$ cat src/rtl/rv_pkg.sv
// rtl/rv_pkg.sv - RV32I decode types: opcodes, ALU ops, immediate formats, decode bundle
package rv_pkg;

  localparam logic [6:0] OPC_LOAD     = 7'b0000011;
  localparam logic [6:0] OPC_MISC_MEM = 7'b0001111;
  localparam logic [6:0] OPC_OP_IMM   = 7'b0010011;
  localparam logic [6:0] OPC_AUIPC    = 7'b0010111;
  localparam logic [6:0] OPC_STORE    = 7'b0100011;
  localparam logic [6:0] OPC_OP       = 7'b0110011;
  localparam logic [6:0] OPC_LUI      = 7'b0110111;
  localparam logic [6:0] OPC_BRANCH   = 7'b1100011;
  localparam logic [6:0] OPC_JALR     = 7'b1100111;
  localparam logic [6:0] OPC_JAL      = 7'b1101111;
  localparam logic [6:0] OPC_SYSTEM   = 7'b1110011;

  typedef enum logic [4:0] {
    ALU_ADD    = 5'd0,
    ALU_SUB    = 5'd1,
    ALU_SLL    = 5'd2,
    ALU_SLT    = 5'd3,
    ALU_SLTU   = 5'd4,
    ALU_XOR    = 5'd5,
    ALU_SRL    = 5'd6,
    ALU_SRA    = 5'd7,
    ALU_OR     = 5'd8,
    ALU_AND    = 5'd9,
    ALU_MUL    = 5'd10,
    ALU_MULH   = 5'd11,
    ALU_MULHSU = 5'd12,
    ALU_MULHU  = 5'd13,
    ALU_DIV    = 5'd14,
    ALU_DIVU   = 5'd15,
    ALU_REM    = 5'd16,
    ALU_REMU   = 5'd17
  } alu_op_e;

  typedef enum logic [2:0] {
    IMM_I = 3'd0,
    IMM_S = 3'd1,
    IMM_B = 3'd2,
    IMM_U = 3'd3,
    IMM_J = 3'd4
  } imm_type_e;

  typedef struct packed {
    logic [4:0] rd;
    logic [4:0] rs1;
    logic [4:0] rs2;
    logic [2:0] funct3;
    alu_op_e    aluOp;
    logic       aluSrcImm;
    logic       regWrite;
    logic       memRead;
    logic       memWrite;
    logic       branch;
    logic       jal;
    logic       jalr;
    logic       lui;
    logic       auipc;
    logic       illegal;
  } decode_t;

  // alt selects SUB over ADD and SRA over SRL (instruction bit 30)
  function automatic alu_op_e aluOpBase(input logic [2:0] funct3, input logic alt);
    case (funct3)
      3'd0:    return alt ? ALU_SUB : ALU_ADD;
      3'd1:    return ALU_SLL;
      3'd2:    return ALU_SLT;
      3'd3:    return ALU_SLTU;
      3'd4:    return ALU_XOR;
      3'd5:    return alt ? ALU_SRA : ALU_SRL;
      3'd6:    return ALU_OR;
      default: return ALU_AND;
    endcase
  endfunction

  function automatic alu_op_e aluOpMul(input logic [2:0] funct3);
    case (funct3)
      3'd0:    return ALU_MUL;
      3'd1:    return ALU_MULH;
      3'd2:    return ALU_MULHSU;
      3'd3:    return ALU_MULHU;
      3'd4:    return ALU_DIV;
      3'd5:    return ALU_DIVU;
      3'd6:    return ALU_REM;
      default: return ALU_REMU;
    endcase
  endfunction

endpackage

$ cat src/rtl/rv_imm_gen.sv
// rtl/rv_imm_gen.sv - combinational I/S/B/U/J immediate extraction, sign-extended to XLEN
module rv_imm_gen
  import rv_pkg::*;
#(
  parameter int XLEN = 32
) (
  input  logic [31:0]     inst,
  input  imm_type_e       immType,
  output logic [XLEN-1:0] imm
);

  logic signed [31:0] imm32;
  logic unusedOpcode;

  assign unusedOpcode = ^inst[6:0];

  always_comb begin
    imm32 = '0;
    case (immType)
      IMM_I:   imm32 = {{20{inst[31]}}, inst[31:20]};
      IMM_S:   imm32 = {{20{inst[31]}}, inst[31:25], inst[11:7]};
      IMM_B:   imm32 = {{19{inst[31]}}, inst[31], inst[7], inst[30:25], inst[11:8], 1'b0};
      IMM_U:   imm32 = {inst[31:12], 12'b0};
      IMM_J:   imm32 = {{11{inst[31]}}, inst[31], inst[19:12], inst[20], inst[30:21], 1'b0};
      default: imm32 = '0;
    endcase
  end

  // signed cast sign-extends when XLEN is 64
  assign imm = XLEN'(imm32);

endmodule

$ cat src/rtl/rv_decode_stage.sv
// rtl/rv_decode_stage.sv - registered RV32I decode stage with valid/ready, flush, illegal counter
// Optional M-extension decode under RV_DECODE_MEXT_EN.
module rv_decode_stage
  import rv_pkg::*;
#(
  parameter int XLEN  = 32,
  parameter int PC_W  = 32,
  parameter int CNT_W = 16
) (
  input  logic             clk,
  input  logic             reset,
  input  logic             flush,
  input  logic             in_valid,
  output logic             in_ready,
  input  logic [31:0]      in_inst,
  input  logic [PC_W-1:0]  in_pc,
  output logic             out_valid,
  input  logic             out_ready,
  output logic [PC_W-1:0]  out_pc,
  output logic [4:0]       out_rd,
  output logic [4:0]       out_rs1,
  output logic [4:0]       out_rs2,
  output logic [XLEN-1:0]  out_imm,
  output logic [4:0]       out_alu_op,
  output logic             out_alu_src_imm,
  output logic             out_reg_write,
  output logic             out_mem_read,
  output logic             out_mem_write,
  output logic             out_branch,
  output logic             out_jal,
  output logic             out_jalr,
  output logic             out_lui,
  output logic             out_auipc,
  output logic [2:0]       out_funct3,
  output logic             out_illegal,
  output logic [CNT_W-1:0] illegal_count
);

  localparam int SHAMT_W = $clog2(XLEN);

  decode_t          dec;
  decode_t          outBundle;
  imm_type_e        immType;
  logic             immZero;
  logic             shiftImm;
  logic             shiftHiOk;
  logic             illegal;
  logic [XLEN-1:0]  immRaw;
  logic [XLEN-1:0]  immSel;
  logic [XLEN-1:0]  outImm;
  logic [PC_W-1:0]  outPc;
  logic             outValid;
  logic [CNT_W-1:0] illegalCount;
  logic             accept;

  wire [6:0] opcode = in_inst[6:0];
  wire [2:0] funct3 = in_inst[14:12];
  wire [6:0] funct7 = in_inst[31:25];

  rv_imm_gen #(.XLEN(XLEN)) uImmGen (
    .inst    (in_inst),
    .immType (immType),
    .imm     (immRaw)
  );

  // bits above shamt must be zero except bit 30, which only SRAI may set
  assign shiftHiOk = !in_inst[31] && (in_inst[29:20+SHAMT_W] == '0)
                     && (!in_inst[30] || funct3 == 3'd5);

  always_comb begin
    dec        = '0;
    immType    = IMM_I;
    immZero    = 1'b0;
    shiftImm   = 1'b0;
    illegal    = 1'b0;
    dec.rd     = in_inst[11:7];
    dec.rs1    = in_inst[19:15];
    dec.rs2    = in_inst[24:20];
    dec.funct3 = funct3;
    dec.aluOp  = ALU_ADD;
    case (opcode)
      OPC_OP: begin
        dec.regWrite = 1'b1;
        immZero      = 1'b1;
        if (funct7 == 7'h00)
          dec.aluOp = aluOpBase(funct3, 1'b0);
        else if (funct7 == 7'h20 && (funct3 == 3'd0 || funct3 == 3'd5))
          dec.aluOp = aluOpBase(funct3, 1'b1);
`ifdef RV_DECODE_MEXT_EN
        else if (funct7 == 7'h01)
          dec.aluOp = aluOpMul(funct3);
`endif
        else
          illegal = 1'b1;
      end
      OPC_OP_IMM: begin
        dec.regWrite  = 1'b1;
        dec.aluSrcImm = 1'b1;
        if (funct3 == 3'd1 || funct3 == 3'd5) begin
          shiftImm  = 1'b1;
          illegal   = !shiftHiOk;
          dec.aluOp = aluOpBase(funct3, funct3 == 3'd5 && in_inst[30]);
        end else begin
          dec.aluOp = aluOpBase(funct3, 1'b0);
        end
      end
      OPC_LOAD: begin
        dec.regWrite  = 1'b1;
        dec.memRead   = 1'b1;
        dec.aluSrcImm = 1'b1;
        illegal       = (funct3 == 3'd3 || funct3 == 3'd6 || funct3 == 3'd7);
      end
      OPC_STORE: begin
        dec.memWrite  = 1'b1;
        dec.aluSrcImm = 1'b1;
        immType       = IMM_S;
        illegal       = (funct3 > 3'd2);
      end
      OPC_BRANCH: begin
        dec.branch = 1'b1;
        dec.aluOp  = ALU_SUB;
        immType    = IMM_B;
        illegal    = (funct3 == 3'd2 || funct3 == 3'd3);
      end
      OPC_JALR: begin
        dec.jalr      = 1'b1;
        dec.regWrite  = 1'b1;
        dec.aluSrcImm = 1'b1;
        illegal       = (funct3 != 3'd0);
      end
      OPC_JAL: begin
        dec.jal       = 1'b1;
        dec.regWrite  = 1'b1;
        dec.aluSrcImm = 1'b1;
        immType       = IMM_J;
      end
      OPC_LUI: begin
        dec.lui       = 1'b1;
        dec.regWrite  = 1'b1;
        dec.aluSrcImm = 1'b1;
        immType       = IMM_U;
      end
      OPC_AUIPC: begin
        dec.auipc     = 1'b1;
        dec.regWrite  = 1'b1;
        dec.aluSrcImm = 1'b1;
        immType       = IMM_U;
      end
      OPC_SYSTEM, OPC_MISC_MEM: immZero = 1'b1;
      default: illegal = 1'b1;
    endcase
    if (in_inst[1:0] != 2'b11)
      illegal = 1'b1;
    if (dec.rd == 5'd0)
      dec.regWrite = 1'b0;
    if (illegal) begin
      dec.aluOp     = ALU_ADD;
      dec.aluSrcImm = 1'b0;
      dec.regWrite  = 1'b0;
      dec.memRead   = 1'b0;
      dec.memWrite  = 1'b0;
      dec.branch    = 1'b0;
      dec.jal       = 1'b0;
      dec.jalr      = 1'b0;
      dec.lui       = 1'b0;
      dec.auipc     = 1'b0;
    end
    dec.illegal = illegal;
  end

  always_comb begin
    immSel = immRaw;
    if (immZero)
      immSel = '0;
    else if (shiftImm)
      immSel = XLEN'(in_inst[20 +: SHAMT_W]);
  end

  assign in_ready = !outValid || out_ready;
  assign accept   = in_valid && in_ready && !flush;

  always_ff @(posedge clk) begin
    if (reset) begin
      outValid     <= 1'b0;
      outBundle    <= '0;
      outImm       <= '0;
      outPc        <= '0;
      illegalCount <= '0;
    end else if (flush) begin
      outValid <= 1'b0;
    end else if (accept) begin
      outValid  <= 1'b1;
      outBundle <= dec;
      outImm    <= immSel;
      outPc     <= in_pc;
      if (dec.illegal && illegalCount != '1)
        illegalCount <= illegalCount + CNT_W'(1);
    end else if (out_ready) begin
      outValid <= 1'b0;
    end
  end

  assign out_valid       = outValid;
  assign out_pc          = outPc;
  assign out_imm         = outImm;
  assign out_rd          = outBundle.rd;
  assign out_rs1         = outBundle.rs1;
  assign out_rs2         = outBundle.rs2;
  assign out_funct3      = outBundle.funct3;
  assign out_alu_op      = outBundle.aluOp;
  assign out_alu_src_imm = outBundle.aluSrcImm;
  assign out_reg_write   = outBundle.regWrite;
  assign out_mem_read    = outBundle.memRead;
  assign out_mem_write   = outBundle.memWrite;
  assign out_branch      = outBundle.branch;
  assign out_jal         = outBundle.jal;
  assign out_jalr        = outBundle.jalr;
  assign out_lui         = outBundle.lui;
  assign out_auipc       = outBundle.auipc;
  assign out_illegal     = outBundle.illegal;
  assign illegal_count   = illegalCount;

endmodule

$ cat config.mk
export PLATFORM = sky130hd
export DESIGN_NAME = rv_decode_stage
export DESIGN_NICKNAME = d
export VERILOG_FILES = /design/src/rtl/rv_pkg.sv /design/src/rtl/rv_imm_gen.sv /design/src/rtl/rv_decode_stage.sv
export SDC_FILE = /design/constraint.sdc
export NUM_CORES = 1
export LEC_CHECK = 0
export BUFFER_PORTS_ARGS = -buffer_cell sky130_fd_sc_hd__buf_2
export CORE_AREA = 2 2 140 142
export DETAILED_ROUTE_END_ITERATION = 8
export DIE_AREA = 0 0 142 144
export PLACE_DENSITY = 0.49
export SYNTH_ARGS = -nofsm -noshare
export SYNTH_HDL_FRONTEND = slang
export SYNTH_HIERARCHICAL = 1
export SYNTH_SLANG_ARGS = --single-unit
$ cat constraint.sdc
create_clock -name clk -period 2.7 [get_ports clk]
set_input_delay 0.54 -clock clk [delete_from_list [all_inputs] [get_ports clk]]
set_output_delay 0.54 -clock clk [all_outputs]
set_load 0.005 [all_outputs]
==> summary.md <==
| Metric | Value |
|---|---|
| Syn. warnings | `6` |
| First-pass iteration count of the detailed router | `4` |
| Total track usage | `between 15 and 20%` |
| Mean cell area of the mapped netlist | `between 7 and 8 µm²` |
| Routability cong. | `0.8616` |
| Placed cells | `~1.1k` |
| Final Skew | `between 9 and 10 ps` |
| Synth Area in Compound Gates | `19.10%` |
| Fmax | `between 0.4 and 0.5 GHz` |
| RSZ-0062 raised after global routing | `no` |
| Clock buffer depth | `2` |
| Synth top area share | `between 40% and 50%` |
| Max H-tree Level | `4` |
| Row count | `51` |
| Simple-gate share of the synthesized area | `approximately 28%` |
| Post-synth EDFFs | `0` |
| MaxCap Viol Count | `0` |
| Dpl cell area | `6510 µm²` |
| Distinct cells, synth | `61` |
| Pre-CTS setup slack | `29.59 ps` |
| Cell Pwr Density | `~640 nW/µm²` |
| ANT nets after route | `0` |
| Fin crit share | `83.62%` |
| CP Max Fanout | `7` |
| Resize count post-CTS | `0` |
| Reg clk slew, reported paths | `60 ps` |
| Setup violations, final | `0` |
| Top_reg_cell synth | `dfxtp_1` |
| Run status | `completed` |
| Final net count | `939` |
| Initial drt markers | `287` |
| Residual DRC | `0` |
| Vias/cell | `~4.8` |
| Min cycle time layout | `between 2000 and 2500 ps` |
| Final hold violation count | `0` |
| Die Area | `around 20000 µm²` |
| Worst Tran Pin Value | `627.0 ps` |
| Slew Limit Fails | `0` |
| Starting density of the core | `around 27%` |
| Mux cell area share after synthesis | `2.916%` |
| Synthesized cell area | `around 5200 µm²` |
| Hold WS | `between 300 and 400 ps` |
| Hpwl dp | `12270 µm` |
| Syn nets | `758` |
| CTS tree | `built` |
| Post-CTS Setup Repair Bufs | `0` |
| Cts hold-fix bufs | `0` |
| Post-Synthesis Cells | `just under 700` |
| Number of CTS-inserted buffers | `17` |
| WS Path Type | `input port to register` |
| Vias in the first global route | `5040` |
| IO buf count | `about 180` |
| Area leader, netlist | `dfxtp_1` |
| Finished Layout Cells | `approximately 1.1k` |
| Setup tns final | `0 ps` |
| Area contributors post-synth | `dfxtp_1 43%, nand2_1 12%, a21oi_1 8.4%` |
| Top-count cell post-synth | `nand2_1` |
| Width of the die | `142 µm` |
| Floorplan core area | `19080 µm²` |
| Pleak | `3.151 nW` |
| Adder-cell share of the synthesized area | `0.4541%` |
| Tot Pwr | `4.518 mW` |
| CP endpoint kind | `register` |
| Largest family of logic cells by synthesized area | `simple AND/OR/NAND/NOR gates` |
| #FFs+latches synth | `about 110` |
| Final Cell Area | `7109 µm²` |
| I/O Pins | `about 180` |
| Root buf cell | `clkbuf_16` |
| Die height | `between 100 and 150 µm` |
| Sequential fraction of the synthesis area | `43.21%` |
| Startpoint types | `input port` |
| Share of cells above drive strength 1 | `around 30%` |
| Worst VDD drop | `around 0.43 mV` |
| Global-route wire length before repair | `27010 µm` |
| Final WS setup | `442.2 ps` |
| Clock sinks | `approximately 110` |
| Final wirelength | `around 17000 µm` |
| WL per Instance | `between 15 and 20 µm` |
| Routed via count | `between 5k and 6k` |
| Worst-skew pair later-pin latency | `410 ps` |
| Area Growth Syn to Fin | `35.80%` |
| Ys async rst share | `0%` |
| Xor/xnor share of the synthesized area | `0.6692%` |
| Post-synth top cells | `164 x nand2_1, 113 x dfxtp_1, 88 x a21oi_1, 62 x nor2_1` |
| Total gr overflow | `0` |
| Relative slew slack | `about three fifths` |
| Number of antenna violations at the first check in global routing | `1` |
| Hold Path Class | `input port to register` |
| Worst path required time | `around 3000 ps` |
| Pin count of the biggest net entering global routing | `around 60` |
| Final core occ | `~37%` |
| CP arrival | `roughly 2600 ps` |
-- state kept, by name (all words and copies together), names as in the netlist, 3 cells and up --
register       flops
out_rs1            5
out_alu_op         4
out_rs2            5
out_rd             5
out_funct3         3
illegal_count     16
out_imm           32
out_pc            32
-- path summary, 6_finish.rpt --
path | startpoint | end | slack [ps] | cells past startpoint
setup / recovery | in_inst[3] | illegal_count[11]$_SDFFE_PP0P_ | 440 | 9
hold / removal | flush | out_valid$_SDFFE_PP0P_ | 330 | 2
setup reg to reg | out_valid$_SDFFE_PP0P_ | illegal_count[11]$_SDFFE_PP0P_ | 580 | 6
hold reg to reg | out_rs1[3]$_SDFFE_PP0P_ | out_rs1[3]$_SDFFE_PP0P_ | 450 | 2
-- kinds of logic after synthesis --
| kind of cell | count (synthesis) |
|---|---|
| adders and majority gates | 2 |
| AOI/OAI and AO/OA | 168 |
| buffers and inverters | 62 |
| other | 1 |
| xor gates and xnor gates | 4 |
| muxes | 14 |
| DFF | 113 |
| and+or+nand+nor | 324 |
-- routing by layer --
| layer | global-route usage, % | wire length [µm] | up-vias |
|---|---|---|---|
| met5 | 0 | 0 | - |
| met4 | 6.579 | 264 | 0 |
| met3 | 4.503 | 1023 | 16 |
| met2 | 25.20 | 7574 | 167 |
| met1 | 22.54 | 8310 | 2495 |
| li1 | - | - | 2724 |
-- layout make-up --
cell class | count | area, µm²
antenna | 1 | 2.502
clock buffer | 22 | 464.2
clock inverter | 9 | 132.6
fill | 2049 | 11970
inverter | 6 | 22.52
multi-input combinational | 513 | 2706
sequential | 113 | 2262
tap | 238 | 297.8
timing repair buffer | 218 | 1221
-- worst max-delay path: stages --
cell,delay [ps]
buf_2,120
nand4bb_1,270
a311o_1,310
a31o_2,220
o41ai_1,70
nor3_2,120
buf_4,180
nor4_1,350
mux2_2,380
-- power by group --
| group | switching, mW | leakage (nW) | internal (mW) |
|---|---|---|---|
| Clock | 0.800 | 0.286 | 1.49 |
| Combinational | 0.270 | 1.94 | 0.191 |
| Sequential | 0.0310 | 0.920 | 1.73 |
| Total | 1.10 | 3.15 | 3.42 |
-- cell usage in the layout, fill, tap and decap left out, types with 3 or more instances in the layout --
cell	synthesis	layout
a21oi_1	88	88
a22oi_1	28	28
and3_1	4	4
buf_12	0	3
buf_2	14	181
buf_4	1	34
bufinv_16	0	3
clkbuf_1	28	3
clkbuf_16	0	17
dfxtp_1	113	113
inv_1	6	6
mux2_2	10	10
mux2i_1	4	4
nand2_1	164	164
nand2b_1	8	8
nand3_1	4	4
nand4_1	6	6
nor2_1	62	62
nor2b_1	27	27
nor3_1	15	15
nor4_1	10	9
o21ai_0	22	22
o22ai_1	9	9
or3_1	5	5
xor2_1	3	3
Power figures use the tool's default switching activity.
